`src/rtl/stage3_flatten_buffer_pkg.sv`:
```
// ---------------------------------------------------------------------------
// stage3_flatten_buffer_pkg : shared CNN stage-3 defaults and FSM encoding
// Rev 1.0
// ---------------------------------------------------------------------------
`default_nettype none

package stage3_flatten_buffer_pkg;

  localparam int ST3_OF_BW    = 32;
  localparam int POOL_CO      = 3;
  localparam int ST3_POOL_PIX = 16;

  localparam logic [0:0] ST_FILL_ENC  = 1'b0;
  localparam logic [0:0] ST_DRAIN_ENC = 1'b1;

  typedef enum logic [0:0] {
    ST_FILL  = ST_FILL_ENC,
    ST_DRAIN = ST_DRAIN_ENC
  } state_t;

  // Counter width with a floor of one bit so degenerate sizes still elaborate.
  function automatic int cnt_w(input int n);
    return (n > 1) ? $clog2(n) : 1;
  endfunction

endpackage

`default_nettype wire

```
`src/rtl/stage3_flatten_mux.sv`:
```
// ---------------------------------------------------------------------------
// stage3_flatten_mux : combinational CH*N_PIX-to-1 element select
// Rev 1.0
// ---------------------------------------------------------------------------
`default_nettype none

module stage3_flatten_mux
  import stage3_flatten_buffer_pkg::*;
#(
  parameter int CH    = POOL_CO,
  parameter int BW    = ST3_OF_BW,
  parameter int N_PIX = ST3_POOL_PIX,
  parameter int CW    = cnt_w(CH),
  parameter int PW    = cnt_w(N_PIX)
) (
  input  logic [CH-1:0][N_PIX-1:0][BW-1:0] mem,
  input  logic [CW-1:0]                    rd_ch,
  input  logic [PW-1:0]                    rd_pix,
  output logic [BW-1:0]                    data
);

  always_comb begin
    data = '0;
    for (int c = 0; c < CH; c++) begin
      for (int p = 0; p < N_PIX; p++) begin
        if (rd_ch == CW'(c) && rd_pix == PW'(p)) begin
          data = mem[c][p];
        end
      end
    end
  end

endmodule

`default_nettype wire

```
`src/rtl/stage3_flatten_buffer.sv`:
```
// ---------------------------------------------------------------------------
// stage3_flatten_buffer : captures N_PIX pooled vectors, re-emits channel-major
// Rev 1.0
// ---------------------------------------------------------------------------
`default_nettype none

module stage3_flatten_buffer
  import stage3_flatten_buffer_pkg::*;
#(
  parameter int CH    = POOL_CO,
  parameter int BW    = ST3_OF_BW,
  parameter int N_PIX = ST3_POOL_PIX
) (
  input  logic             clk,
  input  logic             reset_n,
  input  logic             i_pool_valid,
  input  logic [CH*BW-1:0] i_pool_data,
  output logic             o_valid,
  input  logic             i_ready,
  output logic [BW-1:0]    o_data,
  output logic             o_last,
  output logic             o_busy,
  output logic             o_overflow
);

  localparam int CW = cnt_w(CH);
  localparam int PW = cnt_w(N_PIX);

  state_t                          state;
  logic [CW-1:0]                   rd_ch;
  logic [PW-1:0]                   rd_pix;
  logic [PW-1:0]                   wr_pix;
  logic                            overflow;
  logic [CH-1:0][N_PIX-1:0][BW-1:0] mem;

  logic capture;
  logic rd_pix_end;
  logic rd_ch_end;

  assign capture    = i_pool_valid && (state == ST_FILL);
  assign rd_pix_end = (rd_pix == PW'(N_PIX - 1));
  assign rd_ch_end  = (rd_ch == CW'(CH - 1));

  always_ff @(posedge clk or negedge reset_n) begin
    if (!reset_n) begin
      mem <= '0;
    end else begin
      for (int c = 0; c < CH; c++) begin
        for (int p = 0; p < N_PIX; p++) begin
          if (capture && wr_pix == PW'(p)) begin
            mem[c][p] <= i_pool_data[c*BW +: BW];
          end
        end
      end
    end
  end

  // A vector arriving in DRAIN (including the final-handshake edge) is lost.
  always_ff @(posedge clk or negedge reset_n) begin
    if (!reset_n) begin
      state    <= ST_FILL;
      wr_pix   <= '0;
      rd_ch    <= '0;
      rd_pix   <= '0;
      overflow <= 1'b0;
    end else begin
      case (state)
        ST_FILL: begin
          if (i_pool_valid) begin
            if (wr_pix == PW'(N_PIX - 1)) begin
              wr_pix <= '0;
              rd_ch  <= '0;
              rd_pix <= '0;
              state  <= ST_DRAIN;
            end else begin
              wr_pix <= wr_pix + 1'b1;
            end
          end
        end
        ST_DRAIN: begin
          if (i_pool_valid) begin
            overflow <= 1'b1;
          end
          if (i_ready) begin
            if (rd_pix_end) begin
              rd_pix <= '0;
              if (rd_ch_end) begin
                rd_ch <= '0;
                state <= ST_FILL;
              end else begin
                rd_ch <= rd_ch + 1'b1;
              end
            end else begin
              rd_pix <= rd_pix + 1'b1;
            end
          end
        end
        default: state <= ST_FILL;
      endcase
    end
  end

  stage3_flatten_mux #(
    .CH    (CH),
    .BW    (BW),
    .N_PIX (N_PIX),
    .CW    (CW),
    .PW    (PW)
  ) u_mux (
    .mem    (mem),
    .rd_ch  (rd_ch),
    .rd_pix (rd_pix),
    .data   (o_data)
  );

  assign o_valid    = (state == ST_DRAIN);
  assign o_busy     = (state == ST_DRAIN);
  assign o_last     = o_valid && rd_ch_end && rd_pix_end;
  assign o_overflow = overflow;

endmodule

`default_nettype wire

```
`config.mk`:
```
export PLATFORM = sky130hd
export DESIGN_NAME = stage3_flatten_buffer
export DESIGN_NICKNAME = d
export VERILOG_FILES = /design/src/rtl/stage3_flatten_buffer_pkg.sv /design/src/rtl/stage3_flatten_mux.sv /design/src/rtl/stage3_flatten_buffer.sv
export SDC_FILE = /design/constraint.sdc
export NUM_CORES = 2
export LEC_CHECK = 0
export CAP_MARGIN = 10
export CORE_MARGIN = 5
export CORE_UTILIZATION = 45
export CTS_CLUSTER_SIZE = 20
export DETAILED_ROUTE_END_ITERATION = 16
export DONT_BUFFER_PORTS = 1
export GPL_ROUTABILITY_DRIVEN = 1
export PLACE_DENSITY = 0.66
export SYNTH_ARGS = -nofsm -noshare
export SYNTH_HDL_FRONTEND = slang
export SYNTH_SLANG_ARGS = --single-unit
```
`constraint.sdc`:
```
create_clock -name clk -period 3.5 [get_ports clk]
set_clock_uncertainty 0.1 [all_clocks]
set_input_delay 0.525 -clock clk [delete_from_list [all_inputs] [get_ports clk]]
set_output_delay 0.525 -clock clk [all_outputs]
set_load 0.02 [all_outputs]
```
# After elaboration in Yosys (flattened, before gate mapping)
# Index checks and enable logic that the tools add are counted.
# word_totals
inputBits	100
elab_cells	233
regBits	1548
output_inout_bits	36
# op_classes
n_eq_ne	36
mux	66
reduce_logical	74
bitwise	1
add_sub_neg	3
# op_table
cell	n
$mux 32	48
$logic_and 1x1->1	67
$eq 4x4->1 const B	16
$eq 4x3->1 const B	8
$mux 4	5
$eq 4x2->1 const B	4
$mux 2	5
$add 4x1->4 const B	2
$eq 4x1->1 const B	2
$logic_not 4->1	2
$pmux 4 s2	1
$mux 1	5
$ne 2x1->1 const B	2
$ne 2x2->1 const B	2
$pmux 2 s2	1
$reduce_and 2->1	2
$reduce_and 4->1	1
$reduce_and 3->1	1
$add 2x1->2 const B	1
$eq 2x1->1 const B	1
$eq 2x2->1 const B	1
$logic_not 2->1	1
$pmux 1 s2	1
$not 1->1	1

# Logic depth before layout (Yosys ltp)
# depth
depth_word	50
mapped_depth	14
ltp_nobuf	9

# By module
# Synthesis repeated with hierarchy kept, for this count alone.
# hier_totals
hier_cells	5234
hier_area_um2	69628.0
# modules_own_cells
module	area_each_um2	seq_area_each_um2	instances	cells_each
stage3_flatten_buffer	57984.4	38737.2	1	3423
stage3_flatten_mux	11643.7	0.0	1	1811

# Worst setup path before layout
# No wires, ideal clock.
# synth_path
path_kind	flip-flop to output port
from	register rd_pix[0]
to	output o_data[5]
stages_incl_launch_ff	13
required_ns	2.875
path_buffers	3
path_slack_ns	0.150
t_arrival_ns	2.725
path_cell_list	dfrtp_1 inv_1 ha_1 buf_2 nor4b_2 and2_1 clkbuf_1 buf_2 a21oi_1 o2111a_1 o211ai_1 a211oi_1 nor3_1
# synth_via
elab_chain_len	50
word_cells_on_any_way	112
classes_between	15 x eq/ne; 48 x mux; 49 x reduce/logical
# synth_rtl
element	line	source
start: declaration	stage3_flatten_buffer.sv:31	logic [PW-1:0] rd_pix;
start signal: assignment	stage3_flatten_buffer.sv:94	rd_pix <= rd_pix + 1'b1;
$logic_not 4->1	stage3_flatten_mux.sv:26	if (rd_ch == CW'(c) && rd_pix == PW'(p)) begin
$logic_and 1x1->1	stage3_flatten_mux.sv:26	
$mux 32 (47 in series)	stage3_flatten_mux.sv:26	
$mux 32 (*)	stage3_flatten_mux.sv:26	
end: declaration	stage3_flatten_buffer.sv:20	output logic [BW-1:0] o_data,
# Mark *: on every way between the ends. The rest lies on a longest branch, timed or not.

# Final worst setup path
# layout_path
from	register rd_pix[1]
to	output o_data[5]
# Same word-level chain as after synthesis.

==> impl_metrics.toml <==
[run_status]
outcome = "finished, violations left"
violations = "negative hold slack, negative setup slack"

[clock_network]
hold_buffers = 100
clkSlewWorstSetupHoldPaths_ns = 0.06
total_cts_buffers = 160
insertion_delay_ns = 0.82
cts_tree = "done"
clock_net_sink_count = 1548
cts_htree_levels = 4
clock-root-buffer = "sky130_fd_sc_hd__clkbuf_16"
clk_path_buf_depth = 3

[logic_synthesis]
cell_count_after_synthesis = 5710
yosysSeqAreaShare_pct = 54.72
synth_area_leader_cell = "sky130_fd_sc_hd__dfrtp_1"
synth_edf_count = 0
dominant_cell_by_count_in_the_synthesized_netlist = "sky130_fd_sc_hd__dfrtp_1"
postSynth.topFlopCell = "sky130_fd_sc_hd__dfrtp_1"
yosys-top-cells-area = "sky130_fd_sc_hd__dfrtp_1 (55%), sky130_fd_sc_hd__mux2_2 (23%), sky130_fd_sc_hd__nand2_1 (2.0%)"
ys_ff_latch = 1548
netlist_area_um2 = 70800
post-synth-top-area-fraction_pct = 54.72
avgSynthCellArea_um2 = 12.40
ys_top_cells_by_count = "sky130_fd_sc_hd__dfrtp_1 (1548), sky130_fd_sc_hd__mux2_2 (1440), sky130_fd_sc_hd__nand2_1 (384)"
synth_cell_types = 96
yosys_warnings = 0
net_count_after_synthesis = 5818
ys_async_sr_fraction_pct = 100.0

[cells_and_area]
total_nets_final = 6453
drive_above_1_share_pct = 46.54
final_design_area_no_fill_um2 = 88850
final.fill_count = 12580
area_growth_syn_to_layout_pct = 25.50
fin_util_pct = 56.82
seq_area_um2 = 38740
multi_input_area_um2 = 32010

[timing]
setup_viol = 32
period_share_pct = 127.9
grt_setup_unrepaired = "true"
period_needed_ns = 4.476
fin_hold_ws_ns = -0.6882
tns_ns = -27.89
count_of_pins_over_their_slew_limit = 0
post-route-worst-setup-slack_ns = -0.9759
max_freq_ghz = 0.2234
worst_slew_margin_rel_pct = 5.129
tightestPinTransition_ns = 1.423
timing_hold_violations_final = 324

[route]
post_route_drc_violation_count = 0
1st_iter_drt_viols = 5241
drt-wirelength-per-cell_um = 28.27
dr.pass1.iters = 6
totalWireLength_um = 241800
drt-vias-per-instance = 6.221
detailroute.via_count = 53210
postRouteAntennaNets = 0

[floorplan]
die_h_um = 406.6
fp.dieW_um = 406.6
io-pin-count = 136
die_area_um2 = 165400
core_um2 = 156400
placementRows = 145
initial_cell_density_of_the_core_pct = 45.27

[critical_path]
worst-endpoint-required_ns = 2.87
r2r_cells = 6
worst_setup_path_start_kind = "register"
cp_cell_sequence = "inv_4 -> ha_4 -> clkinvlp_4 -> buf_6 -> buf_4 -> nor2_4 -> nor3_2 -> or4_4 -> a221oi_4 -> a211oi_2 -> nor3_1 -> buf_4 -> buf_6"
critPathArrivalTime_ns = 3.85
capturing_element_type_of_the_critical_path = "output pin"
setup.worst_path.class = "reg -> out"
max_stage_delay_ns = 0.57
critical-path-slowest-cell = "sky130_fd_sc_hd__or4_4"
cp_max_fo = 6

[global_routing]
global_route_wire_length_before_repair_um = 359900
first_global_vias = 54370
grt_antenna_before_repair = 38
grt_max_degree = 229
grt_overflow_total = 0
gr-usage-all-layers_pct = 28.92

[placement]
postPlaceCellArea_um2 = 79080
gpl.final_weighted_congestion = 0.9889
detailed_place_hpwl_um = 164500
placement.io_buffers = 0

[hold_path]
hold_path_class = "in -> async"

[pwr]
total_power_mw = 70.47
power_density_nw_per_um2 = 793.1
total_leakage_power_nw = 40.84
peakVddDrop_v = 0.0004073

[run]
timing.max_cap.violations = 0
==> metal layers <==
layer | GRT usage (%) | vias to the layer above | share of wire (%)
li1 | - | 22600 | -
met1 | 39.39 | 27870 | 42
met2 | 46.00 | 2202 | 47
met3 | 5.980 | 522 | 7.6
met4 | 10.64 | 18 | 3.7
met5 | 0 | - | 0.043
==> registers in the layout (all words and copies together) (netlist names) <==
signal	count
rd_ch	2
rd_pix	4
mem	1536
o_busy	1
o_overflow	1
wr_pix	4
==> cell families (layout without fill, tap and decap cells) <==
kind of cell | Yosys count | in the layout | synth area share [%]
buffers and inverters | 556 | 1328 | 3.377
DFF | 1548 | 1548 | 54.72
AOI/OAI and AO/OA | 1109 | 1109 | 11.40
xor gates and xnor gates | 4 | 4 | 0.04949
adders and majority gates | 8 | 8 | 0.1414
other | 0 | 13 | 0
and+or+nand+nor | 1044 | 1044 | 7.394
muxes | 1441 | 1441 | 22.92
==> metrics by stage <==
step                hold WS (ns)  std cells  setup WS (ns)
detailed placement        0.1370       8062        -0.7056
global placement          0.1360       8062        -0.6912
CTS                      -0.7434       8528        -0.9755
floorplan                 0.1294       5710         0.1502
finish                   -0.6882       8553        -0.9759
global route             -0.7258       8548         -1.063
==> placed cells by master (no fill, tap or decap), types with 26 or more instances in the layout <==
cell / n
sky130_fd_sc_hd__a211o_1: 31
sky130_fd_sc_hd__a22oi_2: 34
sky130_fd_sc_hd__a221o_1: 35
sky130_fd_sc_hd__a222oi_1: 59
sky130_fd_sc_hd__clkinv_2: 33
sky130_fd_sc_hd__o21ai_0: 94
sky130_fd_sc_hd__a22oi_1: 97
sky130_fd_sc_hd__mux2_2: 1440
sky130_fd_sc_hd__or3_1: 26
sky130_fd_sc_hd__buf_6: 84
sky130_fd_sc_hd__a211oi_2: 47
sky130_fd_sc_hd__nand4_1: 53
sky130_fd_sc_hd__o2111ai_1: 30
sky130_fd_sc_hd__dlygate4sd3_1: 99
sky130_fd_sc_hd__o211ai_1: 32
sky130_fd_sc_hd__o21ai_1: 34
sky130_fd_sc_hd__a211oi_1: 34
sky130_fd_sc_hd__clkbuf_16: 168
sky130_fd_sc_hd__o21a_1: 45
sky130_fd_sc_hd__clkbuf_8: 43
sky130_fd_sc_hd__a22o_1: 40
sky130_fd_sc_hd__nand2_1: 354
sky130_fd_sc_hd__dfrtp_1: 1543
sky130_fd_sc_hd__nor2_1: 141
sky130_fd_sc_hd__buf_12: 124
sky130_fd_sc_hd__a21oi_1: 73
sky130_fd_sc_hd__buf_4: 658
sky130_fd_sc_hd__nand3_1: 183
sky130_fd_sc_hd__clkbuf_1: 36
sky130_fd_sc_hd__o22ai_1: 161
sky130_fd_sc_hd__nand3_2: 29
sky130_fd_sc_hd__a21oi_2: 29
sky130_fd_sc_hd__inv_1: 38
==> critical path: cells and delay by family (launching register included) <==
kind / cells / cell delay [ns]
buffers and inverters: 6 / 0.98
and+or+nand+nor: 4 / 0.90
AOI/OAI and AO/OA: 2 / 0.48
DFF: 1 / 0.47
adders and majority gates: 1 / 0.21
==> timing repair <==
item | CTS | global route
hold endpoints to repair | 1927 | 324
gates resized for setup | 449 | 135
setup buffers | 67 | 16
setup endpoints to repair | 32 | 32
pin swaps | 137 | 96
cloned | 4 | 0
==> report_power, final <==
| part | switching, mW | internal (mW) | leakage [nW] |
|---|---|---|---|
| clock network | 7.42 | 10.3 | 2.72 |
| registers | 4.44 | 26.1 | 19.5 |
| logic | 10.4 | 11.9 | 18.6 |
| total | 22.2 | 48.3 | 40.8 |
==> path summary, 6_finish.rpt <==
check / startpoint / endpoint / slack, ns
min: reset_n / mem[1424] / -0.69
max: rd_pix[1] / o_data[5] / -0.98
min in group clk: i_pool_valid / wr_pix[1] / 0.10
min reg2reg: mem[1019] / mem[1019] / 0.37
max reg2reg: o_busy / mem[851] / 0.83
max in group asynchronous: reset_n / rd_pix[2] / 0.81
==> final cells by class <==
cell class / count / share of cell area, %
Sequential cell: 1548 / 43.60
Tap cell: 2058 / 2.898
Inverter: 41 / 0.1802
Multi-Input combinational cell: 3606 / 36.02
Clock buffer: 247 / 5.550
Timing Repair Buffer: 988 / 11.08
Clock inverter: 52 / 0.6337
Antenna cell: 13 / 0.03661
No activity file was read; power rests on OpenSTA's default activity.
